### config.mk
export PLATFORM = sky130hd
export DESIGN_NAME = decoupler
export DESIGN_NICKNAME = d
export VERILOG_FILES = /design/src/rtl/crossbar_pkg.sv /design/src/rtl/decoupler_credit_counter.sv /design/src/rtl/decoupler.sv
export SDC_FILE = /design/constraint.sdc
export NUM_CORES = 1
export LEC_CHECK = 0
export BUFFER_PORTS_ARGS = -buffer_cell sky130_fd_sc_hd__buf_2
export CORE_ASPECT_RATIO = 0.8
export CORE_MARGIN = 3
export CORE_UTILIZATION = 45
export CTS_BUF_LIST = sky130_fd_sc_hd__clkbuf_8
export CTS_CLUSTER_DIAMETER = 30
export DETAILED_ROUTE_END_ITERATION = 10
export HOLD_SLACK_MARGIN = 0.08
export PLACE_DENSITY = 0.79
export SLEW_MARGIN = 20
export SYNTH_ARGS = -nofsm -noshare
export SYNTH_HDL_FRONTEND = slang
export SYNTH_SLANG_ARGS = --single-unit
### constraint.sdc
create_clock -name clk -period 2.9 [get_ports clk]
set_input_delay 0.29 -clock clk [delete_from_list [all_inputs] [get_ports clk]]
set_output_delay 0.29 -clock clk [all_outputs]
set_load 0.01 [all_outputs]
### src/rtl/crossbar_pkg.sv
// Shared crossbar helpers used by the ingress decoupler and the egress coupler.
package crossbar_pkg;

  function automatic int cnt_width(input int max_in_transit);
    return $clog2(max_in_transit + 1);
  endfunction

endpackage

### src/rtl/decoupler_credit_counter.sv
// Saturating up/down counter of outstanding masks; ok_o is combinational.
// A same-cycle return (dec_i) frees headroom immediately, so a full counter never stalls a beat that retires one.
module credit_counter
  import crossbar_pkg::*;
#(
  parameter int MAX = 8,
  localparam int W = cnt_width(MAX)
) (
  input  logic         clk,
  input  logic         rst,
  input  logic         inc_i,
  input  logic         dec_i,
  output logic         ok_o,
  output logic [W-1:0] cnt_o
);

  logic [W-1:0] cnt_q, cnt_d;

  always_comb begin
    cnt_d = cnt_q;
    if (inc_i && !dec_i && (cnt_q != W'(MAX))) begin
      cnt_d = cnt_q + W'(1);
    end else if (dec_i && !inc_i && (cnt_q != '0)) begin
      cnt_d = cnt_q - W'(1);
    end
  end

  always_ff @(posedge clk) begin
    if (rst) begin
      cnt_q <= '0;
    end else begin
      cnt_q <= cnt_d;
    end
  end

  assign ok_o  = (cnt_q < W'(MAX)) || dec_i;
  assign cnt_o = cnt_q;

endmodule

### src/rtl/decoupler.sv
// Splits one N-lane beat into N handshaked lane streams plus a {keep,last} mask; 1-cycle latency.
// in_ready_o needs all lane slots free and a mask credit. Optional macro DECOUPLER_CREDIT_CHECK_EN adds err_credit_o.
module decoupler
  import crossbar_pkg::*;
#(
  parameter int NUM_ELEMENTS   = 4,
  parameter int MAX_IN_TRANSIT = 8,
  parameter int DATA_W         = 8
) (
  input  logic                                 clk,
  input  logic                                 rst,
  input  logic [NUM_ELEMENTS-1:0][DATA_W-1:0]  in_data_i,
  input  logic [NUM_ELEMENTS-1:0]              in_keep_i,
  input  logic                                 in_last_i,
  input  logic                                 in_valid_i,
  output logic                                 in_ready_o,
  output logic [NUM_ELEMENTS-1:0][DATA_W-1:0]  out_data_o,
  output logic [NUM_ELEMENTS-1:0]              out_keep_o,
  output logic [NUM_ELEMENTS-1:0]              out_valid_o,
  input  logic [NUM_ELEMENTS-1:0]              out_ready_i,
  output logic [NUM_ELEMENTS:0]                mask_data_o,
  output logic                                 mask_valid_o,
  input  logic                                 mask_credit_i
`ifdef DECOUPLER_CREDIT_CHECK_EN
  ,
  output logic                                 err_credit_o
`endif
);

  localparam int CW = cnt_width(MAX_IN_TRANSIT);

  typedef struct packed {
    logic [NUM_ELEMENTS-1:0] keep;
    logic                    last;
  } mask_t;

  logic [NUM_ELEMENTS-1:0][DATA_W-1:0] data_q, data_d;
  logic [NUM_ELEMENTS-1:0]             keep_q, keep_d;
  logic [NUM_ELEMENTS-1:0]             lane_vld_q, lane_vld_d;
  logic [NUM_ELEMENTS-1:0]             free;
  mask_t                               mask_q, mask_d;
  logic                                mask_vld_q, mask_vld_d;
  logic                                credit_ok;
  logic                                accept;
  logic [CW-1:0]                       cnt;

  credit_counter #(
    .MAX (MAX_IN_TRANSIT)
  ) u_credit_counter (
    .clk   (clk),
    .rst   (rst),
    .inc_i (accept),
    .dec_i (mask_credit_i),
    .ok_o  (credit_ok),
    .cnt_o (cnt)
  );

  assign free       = ~lane_vld_q | out_ready_i;
  // Every lane must be free, not only kept ones, so a beat never splits across cycles.
  assign in_ready_o = credit_ok && (&free);
  assign accept     = in_valid_i && in_ready_o;

  always_comb begin
    data_d     = data_q;
    keep_d     = keep_q;
    lane_vld_d = lane_vld_q;
    mask_d     = mask_q;
    mask_vld_d = 1'b0;
    for (int i = 0; i < NUM_ELEMENTS; i++) begin
      if (accept) begin
        lane_vld_d[i] = in_keep_i[i];
        keep_d[i]     = in_keep_i[i];
        if (in_keep_i[i]) begin
          data_d[i] = in_data_i[i];
        end
      end else if (out_ready_i[i]) begin
        lane_vld_d[i] = 1'b0;
      end
    end
    if (accept) begin
      mask_d.keep = in_keep_i;
      mask_d.last = in_last_i;
      mask_vld_d  = 1'b1;
    end
  end

  always_ff @(posedge clk) begin
    if (rst) begin
      data_q     <= '0;
      keep_q     <= '0;
      lane_vld_q <= '0;
      mask_q     <= '0;
      mask_vld_q <= 1'b0;
    end else begin
      data_q     <= data_d;
      keep_q     <= keep_d;
      lane_vld_q <= lane_vld_d;
      mask_q     <= mask_d;
      mask_vld_q <= mask_vld_d;
    end
  end

  assign out_data_o   = data_q;
  assign out_keep_o   = keep_q;
  assign out_valid_o  = lane_vld_q;
  assign mask_data_o  = mask_q;
  assign mask_valid_o = mask_vld_q;

`ifdef DECOUPLER_CREDIT_CHECK_EN
  logic err_q, err_d;
  logic underflow, overflow;

  assign underflow = mask_credit_i && !accept && (cnt == '0);
  assign overflow  = accept && !mask_credit_i && (cnt == CW'(MAX_IN_TRANSIT));

  always_comb begin
    err_d = err_q | underflow | overflow;
  end

  always_ff @(posedge clk) begin
    if (rst) begin
      err_q <= 1'b0;
    end else begin
      err_q <= err_d;
    end
  end

  assign err_credit_o = err_q;

  a_no_underflow : assert property (@(posedge clk) disable iff (rst) !underflow);
  a_no_overflow  : assert property (@(posedge clk) disable iff (rst) !overflow);
`endif

endmodule

==> Word level (Yosys, flattened, before mapping) <==
Cells that the tools add are included.
{ "totals": {"out_inout_bits": 47, "in_bits": 45, "ff_bits": 46, "elab_cells": 49} }
{ "classes": {"reduce_logical": 20, "n_mux": 11, "n_addsub": 2, "eq_ne": 1, "n_bitwise": 2, "magnitude_cmp": 1} }
{ "ops": {"columns": ["operator", "n"], "rows": [
  ["nonzero test 2 bit", 5],
  ["2-to-1 mux 1 bit", 9],
  ["2-to-1 mux 4 bit", 2],
  ["AND reduction 2 bit", 4],
  ["logical AND 1 bit", 6],
  ["adder 4 x 1 -> 4 bit, second input constant", 1],
  ["< comparator 4 bit, second input constant", 1],
  ["inequality test 4 bit, second input constant", 1],
  ["NOT 4 bit", 1],
  ["OR 4 bit", 1],
  ["AND reduction 4 bit", 1],
  ["nonzero test 4 bit", 1],
  ["subtractor 4 x 1 -> 4 bit, second input constant", 1],
  ["zero test 1 bit", 2],
  ["logical OR 1 bit", 1]
]} }

==> Logic depth before layout (Yosys ltp) <==
Gate-level depths: netlist (run 1).
{ "depth": {"depth_word": 10, "depth_mapped": 9, "depth_no_buf": 9} }

==> By module <==
From an unflattened synthesis (run 1), not the netlist that was laid out.
{ "unflattened": {"cells_unflattened": 228, "hier_area_um2": 1978.1} }
{ "by_module_without_submodules": {"columns": ["mod", "cells_each", "seq_area_each_um2", "area_each_um2", "instances"], "rows": [
  ["decoupler", 199, 840.8, 1692.9, 1],
  ["credit_counter", 29, 80.1, 285.3, 1]
]} }

==> Worst setup path before layout (run 1) <==
Ideal clock, no wire load.
{ "synth_timing": {"kind": "reg-to-reg", "from": "reg lane_vld_q[1], in the netlist out_valid_o[1]", "to": "reg u_credit_counter.cnt_q[3], in the netlist u_credit_counter.cnt_o[3]", "synth_period_minus_slack_ns": 2.021, "required_ns": 2.768, "setup_time_ns": 0.132, "slack_ns": 0.879, "t_arrival_ns": 1.890, "stages_incl_launch_ff": 10, "path_buffers": 0, "path_cell_list": "dfxtp_1 > nand2b_1 > nand2_1 > or3_4 > ha_1 > a21o_1 > a21oi_1 > o21ai_0 > mux2i_1 > a21oi_1"} }
{ "synth_between": {"elab_chain_len": 9, "elab_cells_between_ends": 12, "cone_classes": "mux: 1; bitwise: 2; reduce/logical: 9"} }
{ "synth_lines": {"columns": ["element", "line", "text"], "rows": [
  ["from (decl)", "decoupler.sv:39", "logic [NUM_ELEMENTS-1:0] lane_vld_q, lane_vld_d;"],
  ["from (signal assigned)", "decoupler.sv:97", "lane_vld_q <= lane_vld_d;"],
  ["NOT 4 bit *", "decoupler.sv:58", "assign free = ~lane_vld_q | out_ready_i;"],
  ["OR 4 bit *", "decoupler.sv:58", null],
  ["AND reduction 4 bit *", "decoupler.sv:60", "assign in_ready_o = credit_ok && (&free);"],
  ["logical AND 1 bit *", "decoupler.sv:60", null],
  ["logical AND 1 bit *", "decoupler.sv:61", "assign accept = in_valid_i && in_ready_o;"],
  ["zero test 1 bit", "decoupler_credit_counter.sv:23", "end else if (dec_i && !inc_i && (cnt_q != '0)) begin"],
  ["logical AND 1 bit (2 in a row)", "decoupler_credit_counter.sv:23", null],
  ["nonzero test 2 bit (no line)", null, null],
  ["to (signal assigned)", "decoupler_credit_counter.sv:32", "cnt_q <= cnt_d;"],
  ["to (decl)", "decoupler_credit_counter.sv:17", "logic [W-1:0] cnt_q, cnt_d;"]
]} }
Mark *: on every way between the ends. The rest lies on a longest branch, timed or not.
A chain may end at the register's enable or synchronous reset.

==> Worst setup path after layout (run 1) <==
Same ends and word-level chain as after synthesis.

==> results of run 1 <==
==> power breakdown <==
part / switching (uW) / leakage (uW) / internal (uW)
Sequential: 59.4 / 0.000376 / 705
Combinational: 229 / 0.000782 / 238
Clock: 202 / 0.0000493 / 167
==> final timing paths <==
check	end	depth (start not counted)	slack [ps]
setup / recovery	u_credit_counter.cnt_o[3]	9	750
hold / removal	out_data_o[1]	3	230
setup reg to reg	u_credit_counter.cnt_o[3]	9	750
hold reg to reg	mask_data_o[0]	2	450
==> critical path: stages (launching register included) <==
cell,delay [ps]
dfxtp_1,320
nand2b_1,100
nand2_1,220
or3_4,430
ha_1,280
a21o_1,170
a21oi_1,160
o21ai_0,130
mux2i_1,160
a21oi_1,70
==> per-layer routing <==
metal	vias to the layer above	share of wire	GRT usage
met5	-	0	0
met4	0	0.0043	0.0378
met3	2	0.066	0.0714
met2	51	0.46	0.264
met1	690	0.47	0.208
li1	805	-	-
==> through the flow <==
step           area, um2  power, uW  utilization  worst slack [ps]
4_1_cts             2430       1620        0.627               753
2_1_floorplan       1850       1110            -               879
6_report            2430       1600        0.627               745
3_3_place_gp        2340       1240        0.605               697
3_5_place_dp        2340       1250        0.605               674
5_1_grt             2430       1720        0.627               483
==> cells by family after synthesis <==
| logic type | Yosys count |
|---|---|
| compound gates | 18 |
| xor+xnor | 1 |
| fa+ha+maj | 3 |
| buf+inv | 20 |
| flops | 46 |
| mux | 35 |
| simple gates | 67 |
==> cell usage in the layout (no fill, tap or decap), drive strengths merged <==
cell type  count
nand2          8
nor3b          1
o21ai          2
nor3           6
clkbuf         5
o41ai          1
mux2           2
mux2i         33
buf           97
o32ai          1
o21bai         1
inv            6
nand2b         6
fa             1
clkinv         2
nor2b          3
a21oi         11
nand4          1
nor2          40
or2            1
o21a           1
or3            1
xnor2          1
dfxtp         46
ha             2
a21o           1
==> registers in the layout, summed over array words and instances, names as in the netlist <==
| name | flops |
|---|---|
| out_data_o | 32 |
| mask_data_o | 5 |
| out_valid_o | 4 |
| u_credit_counter.cnt_o | 4 |
| mask_valid_o | 1 |
==> layout make-up <==
| class | count | area, um2 |
|---|---|---|
| Fill cell | 360 | 1450 |
| Sequential cell | 46 | 921 |
| Multi-Input combinational cell | 124 | 836 |
| Timing Repair Buffer | 97 | 500 |
| Clock buffer | 5 | 68.8 |
| Tap cell | 55 | 68.8 |
| Inverter | 5 | 18.8 |
| Clock inverter | 3 | 17.5 |
==> results_dict.tcl, run 1 <==
set metrics [dict create \
    main_combinational_cell_family_by_area_after_synthesis "multiplexers" \
    asyncSetResetFlopFracSynth 0 \
    share_of_the_synthesized_area_in_compound_gates_ao_oa_aoi_oai 0.0575 \
    static-leakage-power_uw 0.00121 \
    cts_htree_levels 2 \
    vias_cell 4.62 \
    synth-simple-area-share 0.162 \
    critical_path.endpoint_type "flip-flop" \
    std_cell_core_area_mm2 0.00388 \
    timing.max_slew.rel_slack 0.667 \
    die_w_um 77.6 \
    effective_utilization_at_floorplan 0.476 \
    fin_worst_skew_ps 7.78 \
    crit_path_max_fanout 10 \
    min_from "in_data_i[1]" \
    synth.distinct_cells 27 \
    post_synth_most_frequent_cells "dfxtp_1 (46), nor2_1 (39), mux2i_1 (33), a21oi_1 (11)" \
    syn-mean-instance-area_um2 9.73 \
    max-clock-path-buffers 2 \
    finalMaxSlewViolations 0 \
    post-synth-top-count-cell "dfxtp_1" \
    synth-seq-area-share 0.498 \
    final.setup.tns_ps 0 \
    cts_resized 0 \
    drt_pre_antenna_iters 4 \
    timing.final.crit_share 0.743 \
    grt_start_max_net_pins 30 \
    number_of_cell_rows 20 \
    post_synth_fa_ha_maj_area_fraction 0.0244 \
    n_antenna_cell 0 \
    worst_ep_arrival_time_ps 2330 \
    place.detailed.instances 327 \
    cts.repair_timing.setup_buffer_count 0 \
    place_hpwl_um 2990 \
    fin_worst_hold_slack_ps 231 \
    worst_skew_pair.late_latency_ps 290 \
    cts-buffers-inserted 5 \
    cts-hold-fix-buffers 0 \
    cellPowerDensity_mw_per_mm2 659 \
    tightest_slew_ps 499 \
    gp_congestion 0.764 \
    yosys.area_share.xor_xnor 0.00474 \
    synth_largest_type_area_fraction 0.498 \
    fmaxAchievable_mhz 464 \
    timing.critical_path.from_type "flip-flop" \
    cts_tree "yes" \
    io_buffer_count 91 \
    post_synthesis_sequential_element_count 46 \
    synthesis.area_mm2 0.00185 \
    dieHeight_um 63.3 \
    synthMuxAreaShare 0.195 \
    max_cap_viol_count 0 \
    synth_enable_flop_cells 0 \
    design.final.nets 327 \
    antenna_violating_nets_post_route 0 \
    detail_route.drc_violations 0 \
    synth_fp_nets 238 \
    detail_route.wirelength_um 3910 \
    regToRegStartpoint "out_valid_o[1]" \
    grt_pass1_vias 1462 \
    synth.top_cells.by_area "dfxtp_1 (50%), mux2i_1 (18%), nor2_1 (7.9%)" \
    result_of_the_run "finished clean" \
    setup.worst_path.start "out_valid_o[1]" \
    post_route_cells_drive_above_1_share 0.404 \
    critPathRequiredTime_ps 3080 \
    synthesis.yosys.warnings 0 \
    worst_setup_hold_path_clk_slew_ps 80 \
    floorplan.io_pins 92 \
    report.final.hold_viol_count 0 \
    ys.flop_type "dfxtp_1" \
    die_area_mm2 0.00492 \
    clk_root_buffer_cell "clkbuf_8" \
    grt_use_total 0.166 \
    hold_path.class "in2reg" \
    timing_worst_setup_path_type "reg2reg" \
    wire_per_inst_um 11.7 \
    grt_pass1_wl_um 6530 \
    cts_sinks 46 \
    area_growth_syn_to_layout_pct 31.6 \
    unrepaired_setup_endpoints_after_global_routing "no" \
    num_vias 1548 \
    drtIter0Drc 61 \
    synth_cells 190 \
    post-synth-top-area-cell "dfxtp_1" \
    total_grt_overflow 0 \
    grt_antenna_before_repair 0 \
    finalCriticalPeriod_ps 2150 \
    finalNonFillerCells 335 \
    ir_drop_mv 0.334 \
    finalSetupViolations 0 \
]
(Power assumes the default switching activity.)
==> run 2: changes to the inputs <==
- ABC_AREA: not set -> 1
- PLACE_DENSITY: 0.79 -> 0.76
- clock period: 2.9 -> 2 ns (I/O delays scaled with it)
==> run 2 against run 1 <==
Clock-buffer cell count is 3 higher. Maximum frequency increased by 21%. Non-clock buffer count fell by 3. Synthesized cell count rose by 21%. Die area grew 16%. Power is 43% higher. Worst hold slack got worse by 79 ps. Global-route usage rose by 0.63 points. Setup slack worse by 520 ps. Flip-flop and latch count stayed put. Utilization fell by 1.6 points. Area after synthesis increased by 18%. Highest routed layer unchanged.
==> results_dict.tcl, run 2 <==
set metrics [dict create \
    result_of_the_run "finished clean" \
    combPwrFrac 0.260 \
    cts_htree_levels 2 \
    min_from "in_last_i" \
    critical_path.endpoint_type "flip-flop" \
    report.final.hold_viol_count 0 \
    worst_setup_hold_path_clk_slew_ps 80 \
    grt_use_total 0.172 \
    finalSetupViolations 0 \
    finalNonFillerCells 373 \
    place_hpwl_um 3560 \
    detail_route.drc_violations 0 \
    place.detailed.instances 365 \
    grt_antenna_before_repair 0 \
    post-synth-top-area-cell "dfxtp_1" \
    worst_skew_pair.late_latency_ps 290 \
    critPathRequiredTime_ps 2190 \
    post_route_cells_drive_above_1_share 0.563 \
    max-clock-path-buffers 2 \
    power_uw 2290 \
    synth_enable_flop_cells 0 \
    timing.final.crit_share 0.888 \
    antenna_violating_nets_post_route 0 \
    synthesis.yosys.warnings 0 \
    grt_pass1_vias 1760 \
    setup.worst_path.start "out_valid_o[0]" \
    switching_share 0.309 \
    static-leakage-power_uw 0.00119 \
    timing.max_slew.rel_slack 0.785 \
    synth-seq-area-share 0.424 \
    p_switching_uw 708 \
    synth_cells 230 \
    total_grt_overflow 0 \
    clk_root_buffer_cell "clkbuf_8" \
    detail_route.wirelength_um 4770 \
    area_growth_syn_to_layout_pct 24.1 \
    synth.top_cells.by_area "dfxtp_1 (42%), nand3_2 (14%), a21oi_2 (12%)" \
    grt_start_max_net_pins 29 \
    post_synth_most_frequent_cells "nand2_1 (48), dfxtp_1 (46), nand3_2 (30), a21oi_2 (29), a21oi_1 (16)" \
    ys.flop_type "dfxtp_1" \
    drt_pre_antenna_iters 4 \
    fin_worst_skew_ps 6.25 \
    gp_congestion 0.812 \
    effective_utilization_at_floorplan 0.492 \
    cts_tree "yes" \
    n_antenna_cell 0 \
    design.final.nets 363 \
    syn-mean-instance-area_um2 9.45 \
    num_vias 1830 \
    synth.distinct_cells 26 \
    grt_pass1_wl_um 7940 \
    synth_largest_type_area_fraction 0.424 \
    finalCriticalPeriod_ps 1780 \
    worst_ep_arrival_time_ps 1970 \
    ir_drop_mv 0.391 \
    largest_reg_flops 32 \
    die_area_mm2 0.00570 \
    synthesis.area_mm2 0.00217 \
    p_seq_frac 0.460 \
    unrepaired_setup_endpoints_after_global_routing "no" \
    finalMaxSlewViolations 0 \
    timing.critical_path.from_type "flip-flop" \
    timing_worst_setup_path_type "reg2reg" \
    dieHeight_um 68.2 \
    regToRegStartpoint "out_valid_o[0]" \
    fmaxAchievable_mhz 563 \
    die_w_um 83.7 \
    cts-buffers-inserted 5 \
    number_of_cell_rows 21 \
    max_cap_viol_count 0 \
    crit_path_max_fanout 6 \
    hold_path.class "in2reg" \
    std_cell_core_area_mm2 0.00441 \
    drtIter0Drc 69 \
    final.setup.tns_ps 0 \
    power_frac_clock 0.280 \
    post-synth-top-count-cell "nand2_1" \
    internal_portion_of_total_power_uw 1580 \
    post_synthesis_sequential_element_count 46 \
    cts_sinks 46 \
    tightest_slew_ps 323 \
    io_buffer_count 91 \
    wire_per_inst_um 12.8 \
    layout_common_cells "buf_2 (91), nand2_1 (48), dfxtp_1 (46)" \
    asyncSetResetFlopFracSynth 0 \
    cellPowerDensity_mw_per_mm2 848 \
    vias_cell 4.91 \
    synth_fp_nets 278 \
    floorplan.io_pins 92 \
    ff2ff_setup_slack_ps 220 \
    mostFrequentLayoutCell "buf_2" \
]
-- run 2: path summary, 6_finish.rpt --
check | to | cells past startpoint
worst max-delay path | u_credit_counter.cnt_o[3] | 13
worst min-delay path | mask_data_o[0] | 3
worst max register to register | u_credit_counter.cnt_o[3] | 13
worst min register to register | out_data_o[9] | 2
-- run 2: power by group through the flow --
stage / logic, uW / registers, uW / clock network (uW)
after CTS: 589 / 1050 / 662
after floorplan: 422 / 1090 / 0
after global routing: 672 / 1060 / 698
final: 595 / 1050 / 641
after detailed placement: 586 / 1070 / 0
after global placement: 574 / 1070 / 0
-- run 2: repair_timing --
item                       CTS  global route
buffers inserted             0             0
resized for setup            0             2
hold endpoints to repair     0             0
hold buffers                 0             0
setup endpoints to repair    0             1
-- run 2: kinds of logic after synthesis --
family          after synthesis  share of synthesized area
xor+xnor                      1                    0.00403
flops                        46                      0.424
compound gates               48                      0.161
simple gates                103                      0.292
buf+inv                      29                     0.0984
fa+ha+maj                     3                     0.0207
-- run 2: stage by stage --
| step | worst slack, ps | hold slack (ps) | utilization | cell area [um2] |
|---|---|---|---|---|
| finish | 223 | 153 | 0.611 | 2700 |
| CTS | 103 | 147 | 0.606 | 2680 |
| detailed placement | 111 | 456 | 0.581 | 2560 |
| global placement | 194 | 448 | 0.581 | 2560 |
| global route | 21.6 | 154 | 0.611 | 2700 |
| floorplan | 222 | 343 | - | 2170 |
-- run 2: final cells by class --
class	instances	area (um2)
fillers	397	1720
multi-input cells	155	1060
flip-flops and latches	46	921
repair buffers	94	478
clock buffers	8	110
well taps	57	71.3
inverters	13	56.3
-- run 2: metal layers --
metal  GRT usage  vias up  share of wire
li1            -      922              -
met1       0.223      837           0.46
met2       0.284       67           0.45
met3      0.0469        4          0.081
met4      0.0542        0         0.0084
met5           0        -              0
-- run 2: critical path, stage by stage (launching register included) --
cell and delay (ps):
dfxtp_1 330, nand2_2 90, nand2_2 70, nor2_4 140
nand4_4 160, ha_1 310, nand2_1 60, nor2_1 40
nor2_1 120, nand4_1 130, nand3_2 100, nand2_1 50
nand2_1 50, nor2_1 30
==> run 3: changes to the inputs <==
- CELL_PAD_IN_SITES_DETAIL_PLACEMENT: not set -> 0
- CELL_PAD_IN_SITES_GLOBAL_PLACEMENT: not set -> 1
- CORE_UTILIZATION: 45 -> 36
- PLACE_DENSITY: 0.76 -> 0.82
==> run 3 against run 2 <==
Power is 5.2% lower. Combinational power hardly changed. Sequential share of layout area is 0.095 points higher. Worst hold slack better by 8.7 ps. Wire length is 3.5% higher. Critical endpoint unchanged.
==> results_dict.tcl, run 3 (synthesis gave the netlist of run 2 again) <==
set metrics [dict create \
    cts_tree "yes" \
    power_uw 2170 \
    drt_pre_antenna_iters 4 \
    report.final.hold_viol_count 0 \
    timing.max_slew.rel_slack 0.772 \
    number_of_cell_rows 24 \
    max-clock-path-buffers 2 \
    design.final.nets 363 \
    critical_path.endpoint_type "flip-flop" \
    setup.worst_path.start "out_valid_o[3]" \
    fmaxAchievable_mhz 547 \
    grt_antenna_before_repair 0 \
    effective_utilization_at_floorplan 0.385 \
    post_route_cells_drive_above_1_share 0.556 \
    mostFrequentLayoutCell "buf_2" \
    n_antenna_cell 0 \
    timing.critical_path.from_type "flip-flop" \
    drtIter0Drc 40 \
    die_w_um 92.9 \
    grt_use_total 0.143 \
    gp_congestion 0.705 \
    cts_htree_levels 2 \
    finalSetupViolations 0 \
    detail_route.wirelength_um 4940 \
    io_buffer_count 91 \
    static-leakage-power_uw 0.00118 \
    floorplan.io_pins 92 \
    cts_sinks 46 \
    clk_root_buffer_cell "clkbuf_8" \
    place_hpwl_um 3670 \
    fin_worst_skew_ps 5.69 \
    timing.final.crit_share 0.914 \
    grt_start_max_net_pins 30 \
    layout_common_cells "buf_2 (91), nand2_1 (48), dfxtp_1 (46)" \
    cpMostUsedCell "nand2_1" \
    max_cap_viol_count 0 \
    crit_slowest_cell "ha_1" \
    worst_setup_hold_path_clk_slew_ps 80 \
    tightest_slew_ps 342 \
    wire_per_inst_um 12.6 \
    antenna_violating_nets_post_route 0 \
    finalCriticalPeriod_ps 1830 \
    min_from "in_data_i[5]" \
    unrepaired_setup_endpoints_after_global_routing "no" \
    crit_path_max_fanout 6 \
    cts-buffers-inserted 5 \
    grt_pass1_vias 1697 \
    critical-path-top-delay-family "simple AND/OR/NAND/NOR gates" \
    worstPathCellList "nand2_1 -> nand2_1 -> inv_2 -> nand4_4 -> ha_1 -> nand2_1 -> nor2_1 -> nor2_1 -> nand4_1 -> nand3_2 -> nand2_1 -> nand2_1 -> nor2_1" \
    dieHeight_um 75.5 \
    num_vias 1817 \
    die_area_mm2 0.00701 \
    detail_route.drc_violations 0 \
    result_of_the_run "finished clean" \
    total_grt_overflow 0 \
    critPathBufInv 1 \
    timing_worst_setup_path_type "reg2reg" \
    area_growth_syn_to_layout_pct 23.7 \
    worst_skew_pair.late_latency_ps 290 \
    placedInstanceArea_mm2 0.00259 \
    cellPowerDensity_mw_per_mm2 806 \
    worst_ep_arrival_time_ps 2010 \
    vias_cell 4.62 \
    largest_reg_flops 32 \
    finalMaxSlewViolations 0 \
    ir_drop_mv 0.284 \
    critPathRequiredTime_ps 2190 \
    grt_pass1_wl_um 7990 \
    ff2ff_setup_slack_ps 170 \
    final.setup.tns_ps 0 \
    std_cell_core_area_mm2 0.00565 \
    hold_path.class "in2reg" \
    regToRegStartpoint "out_valid_o[3]" \
    slowest_delay_ps 320 \
    finish.instance_area_mm2 0.00269 \
]
## run 3: cell count changes in the layout (fill, tap and decap cells not counted)
cell / previous run / this run
clkbuf_8: 8 / 5
inv_1: 9 / 11
## run 3: stage by stage
stage / utilization / instances / setup WS (ps) / hold slack, ps
floorplan: - / 230 / 222 / 343
global placement: 0.459 / 386 / 164 / 450
detailed placement: 0.459 / 386 / 107 / 456
CTS: 0.473 / 393 / 97.4 / 151
global route: 0.476 / 393 / 1.19 / 146
finish: 0.476 / 393 / 172 / 162
## run 3: layout make-up
| type | instances | area, um2 |
|---|---|---|
| Sequential cell | 46 | 921 |
| Timing Repair Buffer | 94 | 478 |
| Tap cell | 78 | 97.6 |
| Multi-Input combinational cell | 155 | 1060 |
| Clock buffer | 5 | 68.8 |
| Clock inverter | 2 | 7.51 |
| Inverter | 13 | 56.3 |
| Fill cell | 582 | 2960 |
## run 3: worst reg2reg max path, stage by stage (launching register included)
cell and delay, ps:
dfxtp_1 310, nand2_1 100, nand2_1 90, inv_2 110, nand4_4 170, ha_1 320, nand2_1 80, nor2_1 40
nor2_1 140, nand4_1 130, nand3_2 100, nand2_1 50, nand2_1 50, nor2_1 30
## run 3: path summary, 6_finish.rpt
kind	cells past startpoint	end
worst max-delay path	13	u_credit_counter.cnt_o[3]
worst min-delay path	3	out_data_o[5]
worst max register to register	13	u_credit_counter.cnt_o[3]
worst min register to register	2	out_data_o[30]
## run 3: timing repair
action	4_1_cts	5_1_grt
resized for setup	0	2
setup buffers	0	0
hold buffers	0	0
setup endpoints to repair	0	1
## run 3: report_power, final
part           switching (uW)  internal, uW  total [uW]
Sequential               53.4           996        1050
Clock                     289           231         520
Combinational             364           233         597
Total                     707          1460        2170
## run 3: layer usage
metal | vias up | GRT usage | wire length (um)
met5 | - | 0 | 0
met4 | 0 | 0.0439 | 39
met3 | 5 | 0.0415 | 341
met2 | 61 | 0.227 | 2210
met1 | 821 | 0.191 | 2350
li1 | 930 | - | -
